## config.mk

```make
export PLATFORM = sky130hd
export DESIGN_NAME = slice_demux_flat
export DESIGN_NICKNAME = d
export VERILOG_FILES = /design/src/rtl/slice_demux_if.sv /design/src/rtl/slice_demux.sv /design/src/flat_wrapper.sv
export SDC_FILE = /design/constraint.sdc
export NUM_CORES = 1
export LEC_CHECK = 0
export ABC_AREA = 1
export CORE_AREA = 4 4 223 225
export DETAILED_ROUTE_END_ITERATION = 8
export DIE_AREA = 0 0 227 229
export PLACE_DENSITY = 0.72
export SYNTH_ARGS = -nofsm -noshare
export SYNTH_HDL_FRONTEND = slang
export SYNTH_SLANG_ARGS = --single-unit
export TNS_END_PERCENT = 5
```

## constraint.sdc

```tcl
create_clock -name clk_core -period 4 [get_ports clk_core]
set_input_delay 0.6 -clock clk_core [delete_from_list [all_inputs] [get_ports clk_core]]
set_output_delay 0.6 -clock clk_core [all_outputs]
set_load 0.02 [all_outputs]
```

## src/rtl/slice_demux_if.sv

```systemverilog
// Pixel stream bundle for slice_demux: one raster input stream and
// MAX_NBR_SLICES per-slice output lanes, each with valid/ready handshake.
interface slice_demux_if #(
   parameter int MAX_NBR_SLICES = 2
);
   localparam int PIX_W = 4 * 3 * 14;

   logic [PIX_W-1:0]                pixs_in;
   logic                            pixs_in_valid;
   logic                            pixs_in_sof;
   logic                            pixs_in_ready;

   logic [MAX_NBR_SLICES*PIX_W-1:0] pixs_out_p;
   logic [MAX_NBR_SLICES-1:0]       pixs_out_valid;
   logic [MAX_NBR_SLICES-1:0]       pixs_out_ready;
   logic [MAX_NBR_SLICES-1:0]       pixs_out_sof;
   logic [MAX_NBR_SLICES-1:0]       pixs_out_sos;
   logic [MAX_NBR_SLICES-1:0]       pixs_out_eoc;
   logic [MAX_NBR_SLICES-1:0]       pixs_out_eof;

   // master: raster source and slice encoders; slave: the distributor
   modport master (
      output pixs_in, pixs_in_valid, pixs_in_sof, pixs_out_ready,
      input  pixs_in_ready, pixs_out_p, pixs_out_valid,
      input  pixs_out_sof, pixs_out_sos, pixs_out_eoc, pixs_out_eof
   );

   modport slave (
      input  pixs_in, pixs_in_valid, pixs_in_sof, pixs_out_ready,
      output pixs_in_ready, pixs_out_p, pixs_out_valid,
      output pixs_out_sof, pixs_out_sos, pixs_out_eoc, pixs_out_eof
   );
endinterface

```

## src/rtl/slice_demux.sv

```systemverilog
// Raster-to-slice distributor: cuts each raster line into slice_width-pixel
// chunks and hands each chunk to the 1-deep output register of its slice lane.
module slice_demux #(
   parameter int MAX_NBR_SLICES   = 2,
   parameter int MAX_SLICE_WIDTH  = 2560,
   parameter int MAX_SLICE_HEIGHT = 2560
) (
   input  logic                                clk_core,
   input  logic                                rst_n,
   input  logic                                flush,
   input  logic [9:0]                          slices_per_line,
   input  logic [$clog2(MAX_SLICE_WIDTH)-1:0]  slice_width,
   input  logic [$clog2(MAX_SLICE_HEIGHT)-1:0] slice_height,
   input  logic [15:0]                         frame_height,
   slice_demux_if.slave                        bus,
   output logic                                frame_done,
   output logic                                sof_err
);
   localparam int PIX_W = 4 * 3 * 14;
   localparam int SW_W  = $clog2(MAX_SLICE_WIDTH);
   localparam int SH_W  = $clog2(MAX_SLICE_HEIGHT);
   localparam int SEL_W = (MAX_NBR_SLICES > 1) ? $clog2(MAX_NBR_SLICES) : 1;

   typedef enum logic {S_IDLE, S_ACTIVE} state_t;

   state_t                          r_state;
   logic [SW_W-1:0]                 r_col;
   logic [SEL_W-1:0]                r_sel;
   logic [SH_W-1:0]                 r_sline;
   logic [15:0]                     r_fline;
   logic                            r_frame_done;
   logic                            r_sof_err;

   logic [MAX_NBR_SLICES*PIX_W-1:0] r_data;
   logic [MAX_NBR_SLICES-1:0]       r_vld;
   logic [MAX_NBR_SLICES-1:0]       r_sof;
   logic [MAX_NBR_SLICES-1:0]       r_sos;
   logic [MAX_NBR_SLICES-1:0]       r_eoc;
   logic [MAX_NBR_SLICES-1:0]       r_eof;

   logic                            w_acc;
   logic                            w_load;
   logic                            w_mid_sof;
   logic [SW_W-1:0]                 w_col;
   logic [SEL_W-1:0]                w_sel;
   logic [SH_W-1:0]                 w_sline;
   logic [15:0]                     w_fline;
   logic [SW_W-1:0]                 w_last_col;
   logic                            w_col_last;
   logic                            w_sel_last;
   logic                            w_sline_last;
   logic                            w_fline_last;
   logic                            w_frame_last;

   assign bus.pixs_in_ready = (r_state == S_IDLE) | ~r_vld[r_sel] | bus.pixs_out_ready[r_sel];

   // A sof word always restarts the raster position at 0/0/0, in IDLE or mid-frame.
   always_comb begin
      w_acc        = bus.pixs_in_valid & bus.pixs_in_ready;
      w_load       = w_acc & ((r_state == S_ACTIVE) | bus.pixs_in_sof);
      w_mid_sof    = w_acc & bus.pixs_in_sof & (r_state == S_ACTIVE) &
                     ((r_col != '0) | (r_sel != '0) | (r_sline != '0) | (r_fline != '0));
      w_col        = bus.pixs_in_sof ? '0 : r_col;
      w_sel        = bus.pixs_in_sof ? '0 : r_sel;
      w_sline      = bus.pixs_in_sof ? '0 : r_sline;
      w_fline      = bus.pixs_in_sof ? '0 : r_fline;
      w_last_col   = (slice_width >> 2) - SW_W'(1);
      w_col_last   = (w_col == w_last_col);
      w_sel_last   = (10'(w_sel) == slices_per_line - 10'd1);
      w_sline_last = (w_sline == slice_height - SH_W'(1));
      w_fline_last = (w_fline == frame_height - 16'd1);
      w_frame_last = w_col_last & w_sel_last & w_fline_last;
   end

   always_ff @(posedge clk_core or negedge rst_n) begin
      if (!rst_n) begin
         r_state      <= S_IDLE;
         r_col        <= '0;
         r_sel        <= '0;
         r_sline      <= '0;
         r_fline      <= '0;
         r_frame_done <= 1'b0;
         r_sof_err    <= 1'b0;
      end else if (flush) begin
         r_state      <= S_IDLE;
         r_col        <= '0;
         r_sel        <= '0;
         r_sline      <= '0;
         r_fline      <= '0;
         r_frame_done <= 1'b0;
         r_sof_err    <= 1'b0;
      end else begin
         r_frame_done <= w_load & w_frame_last;
         if (w_mid_sof) begin
            r_sof_err <= 1'b1;
         end
         if (w_load) begin
            if (w_frame_last) begin
               r_state <= S_IDLE;
               r_col   <= '0;
               r_sel   <= '0;
               r_sline <= '0;
               r_fline <= '0;
            end else begin
               r_state <= S_ACTIVE;
               if (w_col_last) begin
                  r_col <= '0;
                  if (w_sel_last) begin
                     r_sel   <= '0;
                     r_sline <= w_sline_last ? '0 : w_sline + SH_W'(1);
                     r_fline <= w_fline + 16'd1;
                  end else begin
                     r_sel   <= w_sel + SEL_W'(1);
                     r_sline <= w_sline;
                     r_fline <= w_fline;
                  end
               end else begin
                  r_col   <= w_col + SW_W'(1);
                  r_sel   <= w_sel;
                  r_sline <= w_sline;
                  r_fline <= w_fline;
               end
            end
         end
      end
   end

   // Lane registers: load wins over drain, so a lane reloaded while being read stays valid.
   always_ff @(posedge clk_core or negedge rst_n) begin
      if (!rst_n) begin
         r_data <= '0;
         r_vld  <= '0;
         r_sof  <= '0;
         r_sos  <= '0;
         r_eoc  <= '0;
         r_eof  <= '0;
      end else if (flush) begin
         r_data <= '0;
         r_vld  <= '0;
         r_sof  <= '0;
         r_sos  <= '0;
         r_eoc  <= '0;
         r_eof  <= '0;
      end else begin
         for (int s = 0; s < MAX_NBR_SLICES; s++) begin
            if (w_load && (w_sel == SEL_W'(s))) begin
               r_data[s*PIX_W +: PIX_W] <= bus.pixs_in;
               r_vld[s] <= 1'b1;
               r_sof[s] <= (w_fline == '0) & (w_col == '0);
               r_sos[s] <= (w_sline == '0) & (w_col == '0);
               r_eoc[s] <= w_col_last;
               r_eof[s] <= w_fline_last & w_col_last;
            end else if (bus.pixs_out_ready[s]) begin
               r_vld[s] <= 1'b0;
            end
         end
      end
   end

   assign bus.pixs_out_p     = r_data;
   assign bus.pixs_out_valid = r_vld;
   assign bus.pixs_out_sof   = r_sof;
   assign bus.pixs_out_sos   = r_sos;
   assign bus.pixs_out_eoc   = r_eoc;
   assign bus.pixs_out_eof   = r_eof;
   assign frame_done         = r_frame_done;
   assign sof_err            = r_sof_err;

endmodule

```

## src/flat_wrapper.sv

```systemverilog
// flat-port wrapper written by rule: the top's interface ports become plain ports
module slice_demux_flat 
#(
   parameter int MAX_NBR_SLICES   = 2,
   parameter int MAX_SLICE_WIDTH  = 2560,
   parameter int MAX_SLICE_HEIGHT = 2560
)
  (clk_core, rst_n, flush, slices_per_line, slice_width, slice_height, frame_height, frame_done, sof_err, bus_pixs_in, bus_pixs_in_valid, bus_pixs_in_sof, bus_pixs_out_ready, bus_pixs_in_ready, bus_pixs_out_p, bus_pixs_out_valid, bus_pixs_out_sof, bus_pixs_out_sos, bus_pixs_out_eoc, bus_pixs_out_eof);
  slice_demux_if #(.MAX_NBR_SLICES(MAX_NBR_SLICES)) bus_i ();
  input  logic clk_core;
  input  logic rst_n;
  input  logic flush;
  input  logic [9:0] slices_per_line;
  input  logic [$clog2(MAX_SLICE_WIDTH)-1:0] slice_width;
  input  logic [$clog2(MAX_SLICE_HEIGHT)-1:0] slice_height;
  input  logic [15:0] frame_height;
  output logic frame_done;
  output logic sof_err;
  input wire logic [$bits(bus_i.pixs_in)-1:0] bus_pixs_in;
  input wire logic [$bits(bus_i.pixs_in_valid)-1:0] bus_pixs_in_valid;
  input wire logic [$bits(bus_i.pixs_in_sof)-1:0] bus_pixs_in_sof;
  input wire logic [$bits(bus_i.pixs_out_ready)-1:0] bus_pixs_out_ready;
  output wire logic [$bits(bus_i.pixs_in_ready)-1:0] bus_pixs_in_ready;
  output wire logic [$bits(bus_i.pixs_out_p)-1:0] bus_pixs_out_p;
  output wire logic [$bits(bus_i.pixs_out_valid)-1:0] bus_pixs_out_valid;
  output wire logic [$bits(bus_i.pixs_out_sof)-1:0] bus_pixs_out_sof;
  output wire logic [$bits(bus_i.pixs_out_sos)-1:0] bus_pixs_out_sos;
  output wire logic [$bits(bus_i.pixs_out_eoc)-1:0] bus_pixs_out_eoc;
  output wire logic [$bits(bus_i.pixs_out_eof)-1:0] bus_pixs_out_eof;
  assign bus_i.pixs_in = bus_pixs_in;
  assign bus_i.pixs_in_valid = bus_pixs_in_valid;
  assign bus_i.pixs_in_sof = bus_pixs_in_sof;
  assign bus_i.pixs_out_ready = bus_pixs_out_ready;
  assign bus_pixs_in_ready = bus_i.pixs_in_ready;
  assign bus_pixs_out_p = bus_i.pixs_out_p;
  assign bus_pixs_out_valid = bus_i.pixs_out_valid;
  assign bus_pixs_out_sof = bus_i.pixs_out_sof;
  assign bus_pixs_out_sos = bus_i.pixs_out_sos;
  assign bus_pixs_out_eoc = bus_i.pixs_out_eoc;
  assign bus_pixs_out_eof = bus_i.pixs_out_eof;
  slice_demux #(.MAX_NBR_SLICES(MAX_NBR_SLICES), .MAX_SLICE_WIDTH(MAX_SLICE_WIDTH), .MAX_SLICE_HEIGHT(MAX_SLICE_HEIGHT)) u_core (.clk_core(clk_core), .rst_n(rst_n), .flush(flush), .slices_per_line(slices_per_line), .slice_width(slice_width), .slice_height(slice_height), .frame_height(frame_height), .bus(bus_i), .frame_done(frame_done), .sof_err(sof_err));
endmodule
```

# After elaboration in Yosys (flattened, before gate mapping)
# Cells that the tools add are included.
classes:
  magnitude_cmp: 1
  muxes: 54
  addsub: 8
  n_reduce_logical: 14
  bitwise_logic: 20
  eq_ne: 4
op_table:
  columns: ["cell", "count"]
  rows:
  - ["two-way mux 168 bit", 2]
  - ["two-way mux 336 bit", 1]
  - ["two-way mux 12 bit", 12]
  - ["two-way mux 16 bit", 6]
  - ["two-way mux 1 bit", 28]
  - ["adder 12 x 1 -> 12 bit, second input constant", 2]
  - ["== test 12 bit", 2]
  - ["zero test 12 bit", 2]
  - ["nonzero test 12 bit", 2]
  - ["adder 16 x 1 -> 16 bit, second input constant", 1]
  - ["== test 16 bit", 1]
  - ["zero test 16 bit", 1]
  - ["nonzero test 16 bit", 1]
  - ["subtractor 16 x 1 -> 16 bit, second input constant", 1]
  - ["subtractor 12 x 1 -> 12 bit, second input constant", 1]
  - ["AND 1 bit", 11]
  - ["subtractor 10 x 1 -> 11 bit, second input constant", 1]
  - ["== test 1 x 10 -> 1 bit", 1]
  - ["two-way mux 2 bit", 5]
  - ["subtractor 10 x 1 -> 10 bit, second input constant", 1]
  - ["nonzero test 2 bit", 4]
  - ["OR 1 bit", 6]
  - ["nonzero test 3 bit", 2]
  - ["NOT 1 bit", 3]
  - ["other kinds (3)", 4]
word_totals:
  ff_bits: 390
  out_inout_bits: 349
  elab_cells: 120
  input_bits: 225

# Logic depth before layout (Yosys ltp)
depth:
  depth_word: 11
  mapped_depth: 20
  mapped_depth_nobuf: 18

# Worst setup path before layout
# OpenSTA, ideal clock, no wires.
synth_timing:
  path_kind: "input-to-reg"
  start: "input slices_per_line[0]"
  end: "register u_core.r_fline[10]"
  path_slack_ps: 1553
  t_required_ps: 3881
  setup_ps: 119
  stages: 13
  n_path_buf: 2
  t_arrival_ps: 2329
  cell_sequence: "inv_1 -> ha_1 -> clkbuf_1 -> nand3b_1 -> o21ai_1 -> nand2_1 -> nor2_2 -> nand3_2 -> buf_2 -> nor2_1 -> nand2_1 -> nand4_1 -> nand2_1"
synth_via:
  elab_chain_len: 7
  word_cells_on_any_way: 9
  cone_classes: "1 x add/sub; 1 x eq/ne; 5 x mux; 2 x bitwise"
synth_rtl:
  columns: ["element", "line", "source"]
  rows:
  - ["start: declaration", "flat_wrapper.sv:13", "input logic [9:0] slices_per_line;"]
  - ["subtractor 10 x 1 -> 10 bit (*)", "slice_demux.sv:69", "w_sel_last = (10'(w_sel) == slices_per_line - 10'd1);"]
  - ["== test 1 x 10 -> 1 bit (*)", "slice_demux.sv:69", null]
  - ["two-way mux 16 bit or AND 1 bit (tied branches)", "slice_demux.sv:108, slice_demux.sv:72", null]
  - ["two-way mux 16 bit or AND 1 bit (tied branches)", "slice_demux.sv:106, slice_demux.sv:72", null]
  - ["two-way mux 16 bit (*)", "slice_demux.sv:98", "if (w_frame_last) begin"]
  - ["two-way mux 16 bit (*)", "slice_demux.sv:97", "if (w_load) begin"]
  - ["two-way mux 16 bit (*)", "slice_demux.sv:84", "end else if (flush) begin"]
  - ["end signal: assignment", "slice_demux.sv:111", "r_fline <= w_fline + 16'd1;"]
  - ["end signal: assignment", "slice_demux.sv:115", "r_fline <= w_fline;"]
  - ["end signal: assignment", "slice_demux.sv:121", "r_fline <= w_fline;"]
  - ["end: declaration", "slice_demux.sv:30", "logic [15:0] r_fline;"]
# Every way passes the cells marked *; elsewhere a longest branch is shown, timed or not. The select of a mux whose other input is x is not followed.
# A chain may end at the register's enable or synchronous reset.

# Worst setup path in the final report
layout_timing:
  start: "input slice_width[2]"
  end: "register u_core.r_sline[6]"
layout_via:
  elab_chain_len: 7
  word_cells_on_any_way: 8
  cone_classes: "1 x add/sub; 1 x eq/ne; 4 x mux; 2 x bitwise"
layout_rtl:
  columns: ["element", "line", "source"]
  rows:
  - ["start: declaration", "flat_wrapper.sv:14", "input logic [$clog2(MAX_SLICE_WIDTH)-1:0] slice_width;"]
  - ["subtractor 10 x 1 -> 11 bit (*)", "slice_demux.sv:67", "w_last_col = (slice_width >> 2) - SW_W'(1);"]
  - ["== test 12 bit (*)", "slice_demux.sv:68", "w_col_last = (w_col == w_last_col);"]
  - ["AND 1 bit (2 in series)", "slice_demux.sv:72", "w_frame_last = w_col_last & w_sel_last & w_fline_last;"]
  - ["two-way mux 12 bit (*)", "slice_demux.sv:98", null]
  - ["two-way mux 12 bit (*)", "slice_demux.sv:97", null]
  - ["two-way mux 12 bit (*)", "slice_demux.sv:84", null]
  - ["end signal: assignment", "slice_demux.sv:110", "r_sline <= w_sline_last ? '0 : w_sline + SH_W'(1);"]
  - ["end signal: assignment", "slice_demux.sv:114", "r_sline <= w_sline;"]
  - ["end signal: assignment", "slice_demux.sv:120", "r_sline <= w_sline;"]
  - ["end: declaration", "slice_demux.sv:29", "logic [SH_W-1:0] r_sline;"]
# Marked as above.

==> summary.md <==
| Metric | Value |
|---|---|
| ANT nets after route | 0 |
| Finish-stage setup viols | 0 |
| H-tree Lvls | 2 |
| Clock Path Buffers | 3 |
| DP Wirelength | 53300 µm |
| Port bufs | 571 |
| Starting Density | 42.3% |
| Post-CTS setup buffers | 0 |
| Worst-Skew Late Latency | 0.57 ns |
| DRT iter0 DRCs | 1803 |
| Critical Path RT | 4.44 ns |
| Cells after Synth | 2907 |
| Gpl congestion | 0.924 |
| Slew at the pin closest to its max-slew limit | 1.12 ns |
| Full die area | 52000 µm² |
| Sw frac | 26.4% |
| Routed vias/inst | 4.88 |
| Min cycle time layout | 3.03 ns |
| Crit end category | register |
| Layout Area Growth over Synthesis | 39.5% |
| Fmax | 330 MHz |
| Register area | 9760 µm² |
| Syn nets | 3142 |
| Critical path startpoint category | input port |
| Clock sinks | 390 |
| R2r setup slk | 1.48 ns |
| Initial antenna violation count | 6 |
| Largest net degree at the start of global routing | 158 |
| Comb pwr share | 14.2% |
| Register share of total power | 41.9% |
| Share of cells above drive strength 1 | 3.97% |
| Worst Path Arrival | 3.48 ns |
| Top Ports | 574 |
| Internal power | 7.28 mW |
| 1st-pass router iterations | 6 |
| Final nets | 3677 |
| Cell accounting for the most synthesized area | dfrtp_1 |
| Finished Layout Cells | 4094 |
| Post-Route WL | 73400 µm |
| Cts hold-fix bufs | 0 |
| Synth unique cells | 34 |
| Die X-Extent | 227 µm |
| Peak supply drop | 0.307 mV |
| Clock transition at path regs | 0.06 ns |
| Skew final | 0.0212 ns |
| Post-Syn Area | 20100 µm² |
| Dpl cells | 4011 |
| PD cells | 352 nW/µm² |
| Commonest non-fill, non-tap cells in the layout | 1403 x nand2_1, 569 x clkdlybuf4s50_1, 390 x dfrtp_1 |
| Post-CTS sizing | 0 |
| Maxcap violations | 0 |
| Hold WC Path Type | in -> async |
| Synth Register Bits | 390 |
| Vias in the first global route | 19200 |
| Outcome | completed |
| Critical path type | in -> reg |
| Synth top area share | 48.5% |
| Pins Over Slew Limit | 0 |
| P_sw | 2.61 mW |
| Leakage | 15.0 nW |
| Root Driver | clkbuf_16 |
| Slew HR | 25.2% |
| Period utilisation layout | 75.9% |
| Hold Vio Cnt, Final | 0 |
| Core Region | 47500 µm² |
| Multi-input logic area | 8570 µm² |
| Vias | 20000 |
| # fillers | 4387 |
| TritonCTS Buffers | 44 |
| GRT Total Usage | 27.7% |
| RSZ-0062 raised after global routing | false |
| Clock power frac | 43.9% |
| Dominant cells by area after synthesis | dfrtp_1 48%, nand2_1 26%, inv_1 6.4%, nor2_1 5.7%, nand3_1 2.6% |
| Global-route wire length before repair | 113000 µm |
| CTS tree | done |
| DRC | 0 |
| Drt wl/cell | 17.9 µm |
| Commonest non-fill, non-tap cell in the layout | nand2_1 |
| Overall die height | 229 µm |
| Row count | 80 |
| Post-Route Setup TNS | 0 ns |
| YS warnings | 0 |
| Crit-path max FO | 14 |
| Mean Syn Cell Area | 6.92 µm² |
| Grt ovf | 0 |
| Sequential area share after synthesis | 48.5% |
==> state kept, by name, summed over array words and instances, names as in the netlist <==
register	cells
u_core.bus.pixs_out_valid	2
u_core.bus.pixs_out_sos	2
u_core.sof_err	1
u_core.r_state	1
u_core.r_sel	1
u_core.bus.pixs_out_p	336
u_core.bus.pixs_out_eof	2
u_core.frame_done	1
u_core.r_fline	16
u_core.r_sline	12
u_core.r_col	12
u_core.bus.pixs_out_sof	2
u_core.bus.pixs_out_eoc	2
==> layout make-up <==
cell class	instances	area share (%)
diodes	4	0.0356
clock buffers	66	4.76
clock inverters	13	0.757
inverters	350	4.71
multi-input cells	2055	30.5
flip-flops and latches	390	34.7
well taps	615	2.74
repair buffers	601	21.8
==> worst max-delay path: stages <==
cell	delay (ns)
clkdlybuf4s50_1	0.45
inv_1	0.15
ha_1	0.37
nand2_1	0.15
nor2_1	0.31
nand2_1	0.08
nand2_1	0.09
nand3_1	0.10
inv_1	0.06
nand2_1	0.09
nor3_1	0.24
nand3_1	0.16
nand2_2	0.31
inv_2	0.14
nand3_1	0.10
nand2_1	0.06
==> layer usage <==
layer | track usage [%] | vias to the layer above | wire length, µm
met4 | 9.61 | 4 | 2950
li1 | - | 9806 | -
met3 | 7.86 | 141 | 6440
met2 | 45.3 | 765 | 35000
met5 | 0 | - | 34
met1 | 35.4 | 9257 | 29000
==> power by group through the flow <==
stage                     Clock (mW)  Sequential (mW)  Combinational, mW
final                           4.34             4.15               1.40
after global routing            4.59             4.16               1.53
after CTS                       4.42             4.14               1.42
after detailed placement           0             4.21               1.41
after global placement             0             4.21               1.40
after floorplan                    0             4.36              0.464
==> cells in the mapped netlist <==
library cell and number:
nand2_1 1403, dfrtp_1 390, inv_1 345, nor2_1 304, nand3_1 105, clkbuf_1 70, nand4_1 44, o21ai_0 44
buf_2 26, xor2_1 25, o21ai_1 22, o22ai_1 20, nor3_1 15, nand3b_1 12, nand2_2 11, ha_1 10
a21oi_1 8, nor2_2 8, buf_1 7, nor4_1 6, buf_6 5, buf_4 4, inv_2 4, nand3_2 3
nor2_4 3, xnor2_1 3, and2_1 2, nor3b_1 2, a31oi_1 1, clkinv_1 1, nand2_4 1, nand3_4 1
nor2_8 1, o2111ai_1 1
==> per-stage QoR <==
step / setup slack (ns) / hold slack [ns] / area [µm²] / utilization, % / power, mW
3_5_place_dp: 0.399 / 0.457 / 26500 / 55.8 / 5.62
4_1_cts: 1.02 / 0.118 / 28100 / 59.1 / 9.98
2_1_floorplan: 1.55 / 0.304 / 20100 / - / 4.82
5_1_grt: 0.620 / 0.140 / 28100 / 59.1 / 10.3
6_report: 0.965 / 0.0794 / 28100 / 59.1 / 9.89
3_3_place_gp: 0.407 / 0.453 / 26500 / 55.8 / 5.61
==> final timing paths <==
path                            cells past startpoint                       start                            to
worst max-delay path                               16              slice_width[2]             u_core.r_sline[6]
worst min-delay path                                1                       rst_n    u_core.bus.pixs_out_p[232]
worst max register to register                     10                u_core.r_sel     u_core.bus.pixs_out_p[89]
worst min register to register                      2  u_core.bus.pixs_out_p[250]    u_core.bus.pixs_out_p[250]
max in group asynchronous                           2                       rst_n     u_core.bus.pixs_out_p[67]
min in group clk_core                               2                       flush  u_core.bus.pixs_out_valid[1]
==> kinds of logic after synthesis <==
kind of cell               after synthesis  share of synthesized area, %
AOI/OAI and AO/OA                       96                          2.54
xor gates and xnor gates                28                          1.22
adders and majority gates               10                         0.622
buffers and inverters                  462                          9.04
DFF                                    390                          48.5
and+or+nand+nor                       1921                          38.1
Note: power is estimated with default switching activity, not from simulation.
